[src/rtl/float_compare_unit_pkg.sv]
// Shared types, op encodings and helpers for the float compare unit.
// Optional min/max output is enabled by defining FLOAT_CMP_MINMAX_EN.
package float_cmp_pkg;

  typedef enum logic [2:0] {
    OP_EQ = 3'd0,
    OP_NE = 3'd1,
    OP_LT = 3'd2,
    OP_LE = 3'd3,
    OP_GT = 3'd4,
    OP_GE = 3'd5
  } fc_op_e;

  localparam int FC_DATA_W = 32;
  localparam int FC_EXP_W  = 8;
  localparam int FC_MAN_W  = FC_DATA_W - FC_EXP_W - 1;

  localparam logic [FC_DATA_W-1:0] FC_QNAN =
    {1'b0, {FC_EXP_W{1'b1}}, 1'b1, {(FC_MAN_W-1){1'b0}}};

  typedef struct packed {
    logic a_nan;
    logic b_nan;
    logic both_zero;
    logic a_lt_b;
    logic a_eq_b;
  } fc_flags_t;

  function automatic logic fc_is_nan(
    input logic [63:0] x,
    input int          dw,
    input int          ew
  );
    logic [63:0] e_mask;
    logic [63:0] m_mask;
    m_mask = (64'd1 << (dw - ew - 1)) - 64'd1;
    e_mask = (64'd1 << ew) - 64'd1;
    return (((x >> (dw - ew - 1)) & e_mask) == e_mask)
        && ((x & m_mask) != 64'd0);
  endfunction

  // Unordered pairs are false for every op except NE.
  function automatic logic fc_decode(
    input logic [2:0] op,
    input fc_flags_t  f
  );
    logic un;
    logic r;
    un = f.a_nan | f.b_nan;
    case (op)
      OP_EQ:   r = !un && f.a_eq_b;
      OP_NE:   r = un || !f.a_eq_b;
      OP_LT:   r = !un && f.a_lt_b;
      OP_LE:   r = !un && (f.a_lt_b || f.a_eq_b);
      OP_GT:   r = !un && !f.a_lt_b && !f.a_eq_b;
      OP_GE:   r = !un && !f.a_lt_b;
      default: r = 1'b0;
    endcase
    return r;
  endfunction

endpackage

[src/rtl/float_compare_unit_if.sv]
// Stream/control bundle of the float compare unit.
// out2 exists only when FLOAT_CMP_MINMAX_EN is defined.
interface float_compare_unit_if #(
  parameter int DATA_W = 32,
  parameter int CNT_W  = 16
);
  logic              running;
  logic              run;
  logic [2:0]        op;
  logic [DATA_W-1:0] in0;
  logic [DATA_W-1:0] in1;
  logic [DATA_W-1:0] out0;
  logic [CNT_W-1:0]  out1;
`ifdef FLOAT_CMP_MINMAX_EN
  logic [DATA_W-1:0] out2;

  modport master (
    output running, run, op, in0, in1,
    input  out0, out1, out2
  );
  modport slave (
    input  running, run, op, in0, in1,
    output out0, out1, out2
  );
`else
  modport master (
    output running, run, op, in0, in1,
    input  out0, out1
  );
  modport slave (
    input  running, run, op, in0, in1,
    output out0, out1
  );
`endif
endinterface

[src/rtl/float_compare_unit_core.sv]
// Combinational IEEE-754 classify and ordering of two operands.
// Flags only; op selection happens downstream.
module float_cmp_core
  import float_cmp_pkg::*;
#(
  parameter int DATA_W = 32,
  parameter int EXP_W  = 8
) (
  input  logic [DATA_W-1:0] a,
  input  logic [DATA_W-1:0] b,
  output logic              a_nan,
  output logic              b_nan,
  output logic              both_zero,
  output logic              a_lt_b,
  output logic              a_eq_b
);

  logic [DATA_W-2:0] a_mag;
  logic [DATA_W-2:0] b_mag;
  logic              a_sgn;
  logic              b_sgn;

  assign a_sgn = a[DATA_W-1];
  assign b_sgn = b[DATA_W-1];
  assign a_mag = a[DATA_W-2:0];
  assign b_mag = b[DATA_W-2:0];

  assign a_nan = fc_is_nan(64'(a), DATA_W, EXP_W);
  assign b_nan = fc_is_nan(64'(b), DATA_W, EXP_W);
  assign both_zero = (a_mag == '0) && (b_mag == '0);

  // Sign-magnitude order: magnitude compare flips for negatives.
  always_comb begin
    a_eq_b = 1'b0;
    a_lt_b = 1'b0;
    if (both_zero) begin
      a_eq_b = 1'b1;
    end else if (a_sgn != b_sgn) begin
      a_lt_b = a_sgn;
    end else begin
      a_eq_b = (a_mag == b_mag);
      a_lt_b = a_sgn ? (a_mag > b_mag) : (a_mag < b_mag);
    end
  end

endmodule

[src/rtl/float_compare_unit.sv]
// Pipelined six-op float comparator with mask output and true counter.
// Define FLOAT_CMP_MINMAX_EN to add the min/max output out2.
module float_compare_unit
  import float_cmp_pkg::*;
#(
  parameter int DATA_W  = 32,
  parameter int EXP_W   = 8,
  parameter int LATENCY = 2,
  parameter int CNT_W   = 16
) (
  input logic clk,
  input logic rst,
  float_compare_unit_if.slave bus
);

  localparam int DLY = (LATENCY == 1) ? 1 : LATENCY - 1;

  logic [2:0] op_q;
  logic [2:0] eff_op;
  fc_flags_t  flg;

  fc_flags_t  src_flg;
  logic [2:0] src_op;
  logic       src_vld;
  logic       res_d;

  logic [DLY-1:0] res_q;
  logic [DLY-1:0] vld_q;
  logic [CNT_W-1:0] cnt;
  logic             hit;

  assign eff_op = bus.run ? bus.op : op_q;

  always_ff @(posedge clk or posedge rst) begin
    if (rst)          op_q <= OP_EQ;
    else if (bus.run) op_q <= bus.op;
  end

  float_cmp_core #(
    .DATA_W (DATA_W),
    .EXP_W  (EXP_W)
  ) u_core (
    .a         (bus.in0),
    .b         (bus.in1),
    .a_nan     (flg.a_nan),
    .b_nan     (flg.b_nan),
    .both_zero (flg.both_zero),
    .a_lt_b    (flg.a_lt_b),
    .a_eq_b    (flg.a_eq_b)
  );

`ifdef FLOAT_CMP_MINMAX_EN
  localparam int MAN_W = DATA_W - EXP_W - 1;
  localparam logic [DATA_W-1:0] QNAN =
    {1'b0, {EXP_W{1'b1}}, 1'b1, {(MAN_W-1){1'b0}}};

  logic [DATA_W-1:0] src_a;
  logic [DATA_W-1:0] src_b;
  logic [DATA_W-1:0] mm_d;
  logic [DATA_W-1:0] mm_q [DLY];
`endif

  generate
    if (LATENCY == 1) begin : g_direct
      assign src_flg = flg;
      assign src_op  = eff_op;
      assign src_vld = bus.running;
`ifdef FLOAT_CMP_MINMAX_EN
      assign src_a = bus.in0;
      assign src_b = bus.in1;
`endif
    end else begin : g_stage1
      always_ff @(posedge clk or posedge rst) begin
        if (rst) begin
          src_flg <= '0;
          src_op  <= OP_EQ;
          src_vld <= 1'b0;
        end else begin
          src_flg <= flg;
          src_op  <= eff_op;
          src_vld <= bus.running;
        end
      end
`ifdef FLOAT_CMP_MINMAX_EN
      always_ff @(posedge clk or posedge rst) begin
        if (rst) begin
          src_a <= '0;
          src_b <= '0;
        end else begin
          src_a <= bus.in0;
          src_b <= bus.in1;
        end
      end
`endif
    end
  endgenerate

  always_comb res_d = fc_decode(src_op, src_flg);

`ifdef FLOAT_CMP_MINMAX_EN
  // A NaN input defers to the other operand; -0 sorts below +0.
  always_comb begin
    logic [DATA_W-1:0] mn;
    logic [DATA_W-1:0] mx;
    if (src_flg.both_zero) begin
      mn = src_a[DATA_W-1] ? src_a : src_b;
      mx = src_a[DATA_W-1] ? src_b : src_a;
    end else begin
      mn = src_flg.a_lt_b ? src_a : src_b;
      mx = src_flg.a_lt_b ? src_b : src_a;
    end
    if (src_flg.a_nan && src_flg.b_nan)
      mm_d = QNAN;
    else if (src_flg.a_nan)
      mm_d = src_b;
    else if (src_flg.b_nan)
      mm_d = src_a;
    else if (src_op == OP_LT || src_op == OP_LE)
      mm_d = mn;
    else
      mm_d = mx;
  end

  always_ff @(posedge clk or posedge rst) begin
    if (rst) begin
      for (int i = 0; i < DLY; i++) mm_q[i] <= '0;
    end else begin
      mm_q[0] <= mm_d;
      for (int i = 1; i < DLY; i++) mm_q[i] <= mm_q[i-1];
    end
  end

  assign bus.out2 = mm_q[DLY-1];
`endif

  always_ff @(posedge clk or posedge rst) begin
    if (rst) begin
      res_q <= '0;
      vld_q <= '0;
    end else begin
      res_q[0] <= res_d;
      vld_q[0] <= src_vld;
      for (int i = 1; i < DLY; i++) begin
        res_q[i] <= res_q[i-1];
        vld_q[i] <= vld_q[i-1];
      end
    end
  end

  assign hit = vld_q[DLY-1] & res_q[DLY-1];

  // run wins over a result leaving the pipe in the same cycle.
  always_ff @(posedge clk or posedge rst) begin
    if (rst)                   cnt <= '0;
    else if (bus.run)          cnt <= '0;
    else if (hit && cnt != '1) cnt <= cnt + 1'b1;
  end

  assign bus.out0 = {DATA_W{res_q[DLY-1]}};
  assign bus.out1 = cnt;

endmodule

[src/flat_wrapper.sv]
// flat-port wrapper written by rule: the top's interface ports become plain ports
module float_compare_unit_flat import float_cmp_pkg::*;
#(
  parameter int DATA_W  = 32,
  parameter int EXP_W   = 8,
  parameter int LATENCY = 2,
  parameter int CNT_W   = 16
)
  (clk, rst, bus_running, bus_run, bus_op, bus_in0, bus_in1, bus_out0, bus_out1);
  float_compare_unit_if #(.DATA_W(DATA_W), .CNT_W(CNT_W)) bus_i ();
  input logic clk;
  input logic rst;
  input wire logic [$bits(bus_i.running)-1:0] bus_running;
  input wire logic [$bits(bus_i.run)-1:0] bus_run;
  input wire logic [$bits(bus_i.op)-1:0] bus_op;
  input wire logic [$bits(bus_i.in0)-1:0] bus_in0;
  input wire logic [$bits(bus_i.in1)-1:0] bus_in1;
  output wire logic [$bits(bus_i.out0)-1:0] bus_out0;
  output wire logic [$bits(bus_i.out1)-1:0] bus_out1;
  assign bus_i.running = bus_running;
  assign bus_i.run = bus_run;
  assign bus_i.op = bus_op;
  assign bus_i.in0 = bus_in0;
  assign bus_i.in1 = bus_in1;
  assign bus_out0 = bus_i.out0;
  assign bus_out1 = bus_i.out1;
  float_compare_unit #(.DATA_W(DATA_W), .EXP_W(EXP_W), .LATENCY(LATENCY), .CNT_W(CNT_W)) u_core (.clk(clk), .rst(rst), .bus(bus_i));
endmodule
[config.mk]
export PLATFORM = sky130hd
export DESIGN_NAME = float_compare_unit_flat
export DESIGN_NICKNAME = d
export VERILOG_FILES = /design/src/rtl/float_compare_unit_pkg.sv /design/src/rtl/float_compare_unit_if.sv /design/src/rtl/float_compare_unit_core.sv /design/src/rtl/float_compare_unit.sv /design/src/flat_wrapper.sv
export SDC_FILE = /design/constraint.sdc
export NUM_CORES = 1
export LEC_CHECK = 0
export BUFFER_PORTS_ARGS = -buffer_cell sky130_fd_sc_hd__buf_4
export CORE_MARGIN = 2
export CORE_UTILIZATION = 43
export CTS_CLUSTER_SIZE = 8
export DETAILED_ROUTE_END_ITERATION = 7
export GPL_TIMING_DRIVEN = 0
export PLACE_DENSITY = 0.81
export SETUP_SLACK_MARGIN = 0.15
export SLEW_MARGIN = 20
export SYNTH_ARGS = -nofsm -noshare
export SYNTH_HDL_FRONTEND = slang
export SYNTH_SLANG_ARGS = --single-unit
export TNS_END_PERCENT = 1
[constraint.sdc]
create_clock -name clk -period 2.12 [get_ports clk]
set_input_delay 0.424 -clock clk [delete_from_list [all_inputs] [get_ports clk]]
set_output_delay 0.424 -clock clk [all_outputs]
set_load 0.01 [all_outputs]
======== After elaboration in Yosys (flattened, before gate mapping) ========
Cells that the tools add are included.
Widths: inputs -> output; s select.
word-level totals
  register bits ........................... 26
  input port bits ......................... 71
  output and inout port bits .............. 48
  logic and storage cells ................. 52
operators by class
  $add $sub $neg .......................... 1
  magnitude comparators ................... 2
  equal/unequal tests ..................... 10
  muxes and demuxes ....................... 8
  bitwise logic cells ..................... 2
  reductions and logical operators ........ 20
operators with widths
  cell                   count
  $reduce_bool 64->1     2
  $logic_not 31->1       2
  $mux 16                2
  $eq 31x31->1           1
  $gt 31x31->1           1
  $lt 31x31->1           1
  $add 16x1->16 const B  1
  $eq 8x8->1 const B     2
  $ne 16x16->1 const B   1
  $logic_and 1x1->1      9
  $eq 3x2->1 const B     2
  $eq 3x3->1 const B     2
  $pmux 1 s6             1
  $mux 1                 5
  $eq 3x1->1 const B     1
  $logic_not 1->1        3
  $logic_not 3->1        1
  $logic_or 1x1->1       2
  $reduce_bool 2->1      1
  $and 1x1->1            1
  $ne 1x1->1             1
  $or 1x1->1             1

======== Logic depth before layout (Yosys ltp) ========
Gate-level depths: netlist of the first run.
  word-level depth ........................ 5
  depth in mapped cells ................... 8
  gate-level depth less buffers ........... 8

======== By module ========
From an unflattened synthesis of the first run, not the netlist that was laid out.
second synthesis, totals
  cell total of the unflattened synthesis .. 297
  area, all modules ....................... 2549.9 um^2
by module, submodules not included
  module              times used  cells an instance  area each (um^2)  sequential area each (um^2)
  float_compare_unit  1           154                1545.2            650.6
  float_cmp_core      1           143                1004.7            0.0

======== Worst setup path before layout of the first run ========
No wires, ideal clock.
  path kind ............................... register to register
  start ................................... register u_core.res_q
  end ..................................... register u_core.cnt[15], in the netlist u_core.bus.out1[15]
  setup time .............................. 0.132 ns
  data arrival time ....................... 2.016 ns
  data required time ...................... 1.988 ns
  path slack .............................. -0.028 ns
  stages on the path, launching flop included .. 7
  buffers on the path ..................... 0
  period minus slack after synthesis ...... 2.148 ns
  cells stage by stage .................... dfrtp_1 -> nand2_1 -> or3_4 -> a311oi_2 -> nand2_1 -> xor2_1 -> nor2_1
between the ends
  word-level cells in the longest chain between the ends .. 3
ends and longest elaborated chain
  item                                RTL line                   RTL
  from (decl)                         float_compare_unit.sv:27   logic [DLY-1:0] res_q;
  from (signal, indexed assignment)   float_compare_unit.sv:144  res_q[i] <= res_q[i-1];
  $and 1x1->1                         float_compare_unit.sv:150  assign hit = vld_q[DLY-1] & res_q[DLY-1];
  $logic_and 1x1->1                   float_compare_unit.sv:156  else if (hit && cnt != '1) cnt <= cnt + 1'b1;
  $reduce_bool 2->1 (no source line)  n/a
  to (signal assigned)                float_compare_unit.sv:156
  to (decl)                           float_compare_unit.sv:29   logic [CNT_W-1:0] cnt;
No other way between the ends.
A chain may end at the register's enable or synchronous reset.

======== Final worst setup path of the first run ========
  start ................................... input port bus_in0[28]
  end ..................................... register u_core.src_flg[1] (netlist bit)
between the ends
  word-level cells in the longest chain between the ends .. 4
  elaborated cells between the ends (all ways) .. 7
  classes of those cells .................. 2 x order compare; 3 x mux; 2 x reduce/logical
ends and longest elaborated chain
  item                                                 RTL line                       RTL
  from (decl)                                          flat_wrapper.sv:16             input wire logic [$bits(bus_i.in0)-1:0] bus_in0;
  $lt 31x31->1 / $gt 31x31->1 (equally long branches)  float_compare_unit_core.sv:42  a_lt_b = a_sgn ? (a_mag > b_mag) : (a_mag < b_mag);
  $mux 1                                               float_compare_unit_core.sv:42
  $mux 1                                               float_compare_unit_core.sv:38  end else if (a_sgn != b_sgn) begin
  $mux 1 *                                             float_compare_unit_core.sv:36  if (both_zero) begin
  via u_core.u_core.a_lt_b                             float_compare_unit_core.sv:14  output logic a_lt_b,
  to (signal assigned)                                 float_compare_unit.sv:79       src_flg <= flg;
  to (decl)                                            float_compare_unit.sv:22       fc_flags_t src_flg;
The timed path passes the listed nets; every way through them passes the cells marked *.

==> summary.md, run 1 <==
| Metric | Value |
|---|---|
| Final worst setup slack | `between 0.06 and 0.07 ns` |
| Synthesized area per cell | `8.51 um2` |
| Final setup fails | `0` |
| Area growth from synthesis to layout | `47.0%` |
| Die X | `79.5 um` |
| Syn nets | `391` |
| Simple-gate portion of the synthesized area | `22.6%` |
| DRT Wirelength | `6.56 mm` |
| Seq/Total Area, Yosys | `26.5%` |
| Synth area leader | `dfrtp_1` |
| Worst Path Max Fanout | `4` |
| Num Clock Sinks | `26` |
| Worst-Margin Slew | `0.939 ns` |
| Core Region | `roughly 0.0055 mm2` |
| I/O Buffers | `between 100 and 150` |
| Synth top area cells | `dfrtp_1 (27%), ha_1 (16%), buf_4 (9.8%)` |
| Vias in the first global route | `2453` |
| RSZ-0062 raised after global routing | `true` |
| Synth Area in Adders | `approximately 16%` |
| GP Congestion | `0.867` |
| Final Net Count | `518` |
| Placed insts | `477` |
| Number of buffers created by CTS | `3` |
| Final hold viol count | `0` |
| Max Clock Skew | `between 0.007 and 0.008 ns` |
| Status | `finished clean` |
| Largest family of logic cells by synthesized area | `simple AND/OR/NAND/NOR gates` |
| Crit path required time | `2.29 ns` |
| Drt pass-1 iters | `6` |
| F_max | `approximately 0.49 GHz` |
| Synth Cell Area | `0.00245 mm2` |
| Fin crit share | `96.9%` |
| I/O pin count | `119` |
| Setup CP Type | `primary input to register` |
| Xor and xnor area share after synthesis | `between 5 and 6%` |
| Hold Path Class | `primary input to register` |
| Root buffer selected by CTS | `clkbuf_8` |
| Initial antenna violation count | `0` |
| Leak pwr | `1.92 nW` |
| Share of layout cells above drive strength 1 | `between 40% and 50%` |
| Cells after Synth | `288` |
| Die area | `roughly 0.0063 mm2` |
| CTS clk-pin slew, worst paths | `0.08 ns` |
| Dpl ws | `-0.228 ns` |
| Power Density | `474 mW/mm2` |
| Pin count of the biggest net entering global routing | `27` |
| Post-synthesis mux area share | `between 2 and 2.5%` |
| Crit path launch type | `primary input` |
| DP Wirelength | `about 5.2 mm` |
| DRC Markers | `0` |
| Max_cap viols | `0` |
| Finished Layout Cells | `486` |
| Global-route wire length before repair | `roughly 10 mm` |
| Min Tclk post-route | `slightly above 2 ns` |
| Via count | `2515` |
| Diodes inserted | `0` |
| CTS Hold Bufs | `0` |
| Initial Util | `44.5%` |
| Peak VDD IR | `roughly 340 uV` |
| Fin util | `roughly 65%` |
| Via-to-Cell Ratio | `5.17` |
| Synth unique cells | `43` |
| Final TNS setup | `0 ns` |
| TritonCTS clock tree | `yes` |
| Max Buffers Root-to-Sink | `2` |
| Setup crit end kind | `register` |
| Filler Cell Count | `480` |
| H-tree levels | `1` |
| Rel. slew slack | `37.4%` |
| FF+latch count, synth | `26` |
| Clock Latency Late Sink | `0.27 ns` |
| Fraction of synthesized cell area taken by the top area cell type | `26.5%` |
| Drt initial violations | `121` |
| Chip Height | `79.5 um` |
| Final ANT Viol Nets | `0` |
| Site Rows | `27` |
| CP arrival | `2.22 ns` |
| Total GRT Usage | `20.0%` |
| Grt total ovfl | `0` |
| Wirelength per Cell | `about 14 um` |
| Ys Warns | `0` |
| Final Max Tran Viols | `0` |
| Post-synthesis compound-gate area fraction | `11.0%` |
-- cells by family after synthesis --
group           count (synthesis)
xor+xnor                       14
buf+inv                        72
flops                          26
fa+ha+maj                      32
mux                             5
compound gates                 38
simple gates                  101
-- registers in the layout (all words and copies together) (netlist names) --
name	flops
u_core.bus.out1	16
u_core.src_vld	1
u_core.vld_q	1
u_core.res_q	1
u_core.src_flg	4
u_core.op_q	3
-- per-layer routing --
| layer | track usage, % | part of all wire, % |
|---|---|---|
| met5 | 0 | 0 |
| met4 | 3.45 | 1.3 |
| met3 | 3.28 | 6.5 |
| met2 | 37.6 | 52 |
| met1 | 24.0 | 41 |
-- timing repair --
item | in CTS | in global routing
setup buffers | 1 | 4
pin swaps | 0 | 11
setup endpoints to repair | 6 | 11
resized for setup | 2 | 13
-- cell type report --
cell class	count	area [um2]	area share [%]
clock inverter	1	30.0	0.833
timing repair buffer	122	927	25.7
sequential	26	654	18.2
tap	72	90.1	2.50
buffer	35	259	7.19
clock buffer	3	41.3	1.15
multi-input combinational	190	1460	40.5
inverter	37	141	3.92
-- cell usage after synthesis --
cell and instances:
nand2b_1 1, nand2_1 15, and3b_1 1, clkbuf_1 2
xor2_1 7, nor4_1 14, nand3b_1 1, o21bai_1 1
or2_1 1, a21o_1 4, nand4_2 1, nor3_1 11
or3_4 1, a41o_1 1, buf_4 32, ha_1 32
mux2_2 4, nor3b_2 1, a311oi_1 1, a211o_1 3
nand4_1 12, and4_1 2, or3_1 2, o21ai_0 7
nor4_2 1, a221oi_1 2, dfrtp_1 26, xnor2_1 7
a31oi_1 1, mux2i_1 1, nor2_1 21, nor2b_1 2
a2111oi_4 1, a211oi_1 1, a311oi_2 1, o21a_1 1
and3_1 4, o22ai_1 1, inv_1 37, nand3_1 9
and3_4 1, buf_6 1, a21oi_1 13
-- placed cells by master, fill, tap and decap left out, types with 2 or more instances in the layout --
cell / n
buf_4: 151
inv_1: 34
ha_1: 29
dfrtp_1: 25
nor2_1: 21
nand2_1: 15
nor4_1: 14
a21oi_1: 13
nand4_1: 12
nor3_1: 10
nand3_1: 9
xnor2_1: 7
xor2_1: 7
o21ai_0: 6
and3_1: 4
mux2_2: 4
a21o_1: 4
buf_6: 4
a211o_1: 3
ha_4: 3
clkbuf_8: 3
clkbuf_1: 2
nor2b_1: 2
inv_2: 2
and4_1: 2
a221oi_1: 2
or3_1: 2
-- final timing paths --
check / cells past startpoint / to / slack [ns] / from
max: 8 / u_core.src_flg[1] / 0.07 / bus_in0[28]
max in group asynchronous: 2 / u_core.res_q / 1.09 / rst
min in group asynchronous: 2 / u_core.bus.out1[8] / 0.36 / rst
min reg2reg: 0 / u_core.vld_q / 0.38 / u_core.src_vld
min: 1 / u_core.src_vld / 0.26 / bus_running
max reg2reg: 6 / u_core.bus.out1[13] / 0.21 / u_core.bus.out1[3]
-- through the flow --
stage | power [mW] | cell area [um2] | hold WS, ns
6_report | 1.71 | 3600 | 0.263
5_1_grt | 1.80 | 3600 | 0.244
4_1_cts | 1.69 | 3510 | 0.259
3_5_place_dp | 1.28 | 3420 | 0.357
3_3_place_gp | 1.26 | 3420 | 0.334
2_1_floorplan | 0.931 | 2450 | 0.331
-- critical path, cell delays in order --
cell	delay [ns]
buf_4	0.13
ha_4	0.27
nand4_1	0.24
nor4_4	0.38
nor3b_4	0.30
nor3_2	0.06
a211o_1	0.27
and3_1	0.14
-- report_power, final --
part	internal, mW	switching [mW]
logic	0.454	0.315
clock network	0.253	0.154
registers	0.515	0.0173
total	1.22	0.487
Note: power is estimated with default switching activity, not from simulation.
==> run 2, diff against run 1 <==
CELL_PAD_IN_SITES_DETAIL_PLACEMENT = 0   (was default)
CELL_PAD_IN_SITES_GLOBAL_PLACEMENT = 1   (was default)
CORE_UTILIZATION = 30   (was 43)
==> summary.md, run 2 (same netlist as run 1, synthesis figures left out) <==
| Metric | Value |
|---|---|
| CTS clk-pin slew, worst paths | `~0.090 ns` |
| Root buffer selected by CTS | `clkbuf_8` |
| Total Power | `1.65 mW` |
| Final TNS setup | `0 ns` |
| Pin count of the biggest net entering global routing | `27` |
| I/O Buffers | `117` |
| H-tree levels | `1` |
| Hold Path Class | `primary input to asynchronous set/reset pin` |
| Final Max Tran Viols | `0` |
| Grt total ovfl | `0` |
| Rel. slew slack | `38.8%` |
| Fin Hold WS | `0.237 ns` |
| Leading cell types in the layout, fill and taps excluded | `buf_4 (135), dfrtp_1 (25), inv_1 (22)` |
| Die X | `94.4 um` |
| FF-to-FF setup slack | `0.23 ns` |
| Via-to-Cell Ratio | `~4.8` |
| I/O pin count | `roughly 120` |
| Initial antenna violation count | `0` |
| Chip Height | `~94 um` |
| Uppermost routed layer | `met4` |
| Clock Latency Late Sink | `~0.27 ns` |
| Number of buffers created by CTS | `3` |
| Core Region | `about 0.008 mm2` |
| Peak VDD IR | `~190 uV` |
| Final Net Count | `between 500 and 600` |
| Worst R2R Start | `u_core.res_q` |
| Max Buffers Root-to-Sink | `2` |
| Crit path required time | `around 2.3 ns` |
| Die area | `around 0.009 mm2` |
| Drt pass-1 iters | `4` |
| Worst Path Max Fanout | `4` |
| Leak pwr | `1.91 nW` |
| Commonest non-fill, non-tap cell in the layout | `buf_4` |
| Filler Cell Count | `roughly 740` |
| Crit path from | `bus_in1[24]` |
| Setup crit end kind | `register` |
| Share of layout cells above drive strength 1 | `48.4%` |
| Max reg flops | `16` |
| Site Rows | `32` |
| Worst r2r dst | `u_core.bus.out1[15]` |
| Cell-internal power | `1.15 mW` |
| Via count | `2462` |
| Global-route wire length before repair | `10.3 mm` |
| Power Density | `approximately 430 mW/mm2` |
| Min Tclk post-route | `1.99 ns` |
| F_max | `0.504 GHz` |
| Finished Layout Cells | `515` |
| Wirelength per Cell | `13.3 um` |
| Num Clock Sinks | `26` |
| GP Congestion | `0.858` |
| Clock network power share | `19.2%` |
| Crit path launch type | `primary input` |
| DP Wirelength | `5.44 mm` |
| Worst-Margin Slew | `0.912 ns` |
| Drt initial violations | `48` |
| TritonCTS clock tree | `yes` |
| Sw Pwr | `slightly below 0.5 mW` |
| Fin crit share | `93.7%` |
| Reg power frac | `32.9%` |
| Metal2 WL | `3.38 mm` |
| Placed insts | `507` |
| Final setup fails | `0` |
| Final hold viol count | `0` |
| Setup CP Type | `primary input to register` |
| RSZ-0062 raised after global routing | `true` |
| Diodes inserted | `0` |
| DRT Wirelength | `6.86 mm` |
| Final ANT Viol Nets | `0` |
| Post-Route M1 WL | `between 2 and 3 mm` |
| Reg2Reg Depth | `6` |
| Met3 routed WL | `498 um` |
| Switching part of the total | `30.0%` |
| Status | `finished clean` |
| Total GRT Usage | `14.2%` |
| Max Clock Skew | `roughly 0.0017 ns` |
| Vias in the first global route | `2328` |
| Area growth from synthesis to layout | `56.6%` |
| Comb pwr share | `47.9%` |
| Setup crit end | `u_core.src_flg[1]` |
| DRC Markers | `0` |
| CP arrival | `2.15 ns` |
| Initial Util | `31.4%` |
| Max_cap viols | `0` |
==> run 2: cell types whose count changed in the layout (fill, tap and decap cells not counted), sizes merged <==
cell    delta
buf        -1
bufinv     -1
clkbuf     +1
clkinv     +1
inv        -1
==> run 2: area by class of cell <==
type | instances | area [um2] | share of cell area, %
Buffer | 35 | 259 | 6.75
Clock buffer | 4 | 55.1 | 1.43
Inverter | 37 | 151 | 3.95
Multi-Input combinational cell | 190 | 1610 | 42.0
Sequential cell | 26 | 654 | 17.1
Tap cell | 102 | 128 | 3.33
Timing Repair Buffer | 121 | 980 | 25.5
==> run 2: power groups by stage <==
stage                     Clock, mW  Sequential, mW  Combinational (mW)
after floorplan                   0           0.555               0.376
after global placement            0           0.560               0.705
after detailed placement          0           0.564               0.712
after CTS                     0.325           0.544               0.744
after global routing          0.346           0.548               0.866
final                         0.317           0.542               0.790
==> run 2: worst max-delay path, cell delays in order <==
cell	delay, ns
buf_4	0.10
inv_2	0.04
ha_4	0.25
nand4_1	0.19
nor4_4	0.32
nor3b_4	0.31
nor2b_1	0.09
a211o_1	0.29
and3_1	0.14
==> run 2: metal layers <==
metal / track usage, % / vias to the layer above
met3: 2.15 / 12
met4: 3.02 / 0
li1: - / 1238
met1: 17.8 / 1111
met2: 25.6 / 101
met5: 0 / -
==> run 2: repair_timing <==
action / in CTS / in global routing
hold buffers: 0 / 0
setup buffers: 3 / 1
gates resized for setup: 6 / 52
setup endpoints to repair: 6 / 6
pin swaps: 6 / 20
==> run 2: how the worst min path moves through the flow <==
stage | slack [ns] | endpoint
2_1_floorplan | 0.33 | u_core.vld_q
3_3_place_gp | 0.34 | u_core.vld_q
3_5_place_dp | 0.35 | u_core.vld_q
4_1_cts | 0.25 | u_core.src_vld
5_1_grt | 0.24 | u_core.src_vld
6_report | 0.24 | u_core.src_vld
==> run 2: through the flow <==
| stage | setup slack, ns | util, % | area (um2) |
|---|---|---|---|
| 2_1_floorplan | 0.0773 | - | 2450 |
| 3_3_place_gp | -0.235 | 44.3 | 3460 |
| 3_5_place_dp | -0.302 | 44.3 | 3460 |
| 4_1_cts | 0.100 | 46.0 | 3590 |
| 5_1_grt | 0.0570 | 49.2 | 3840 |
| 6_report | 0.134 | 49.2 | 3840 |
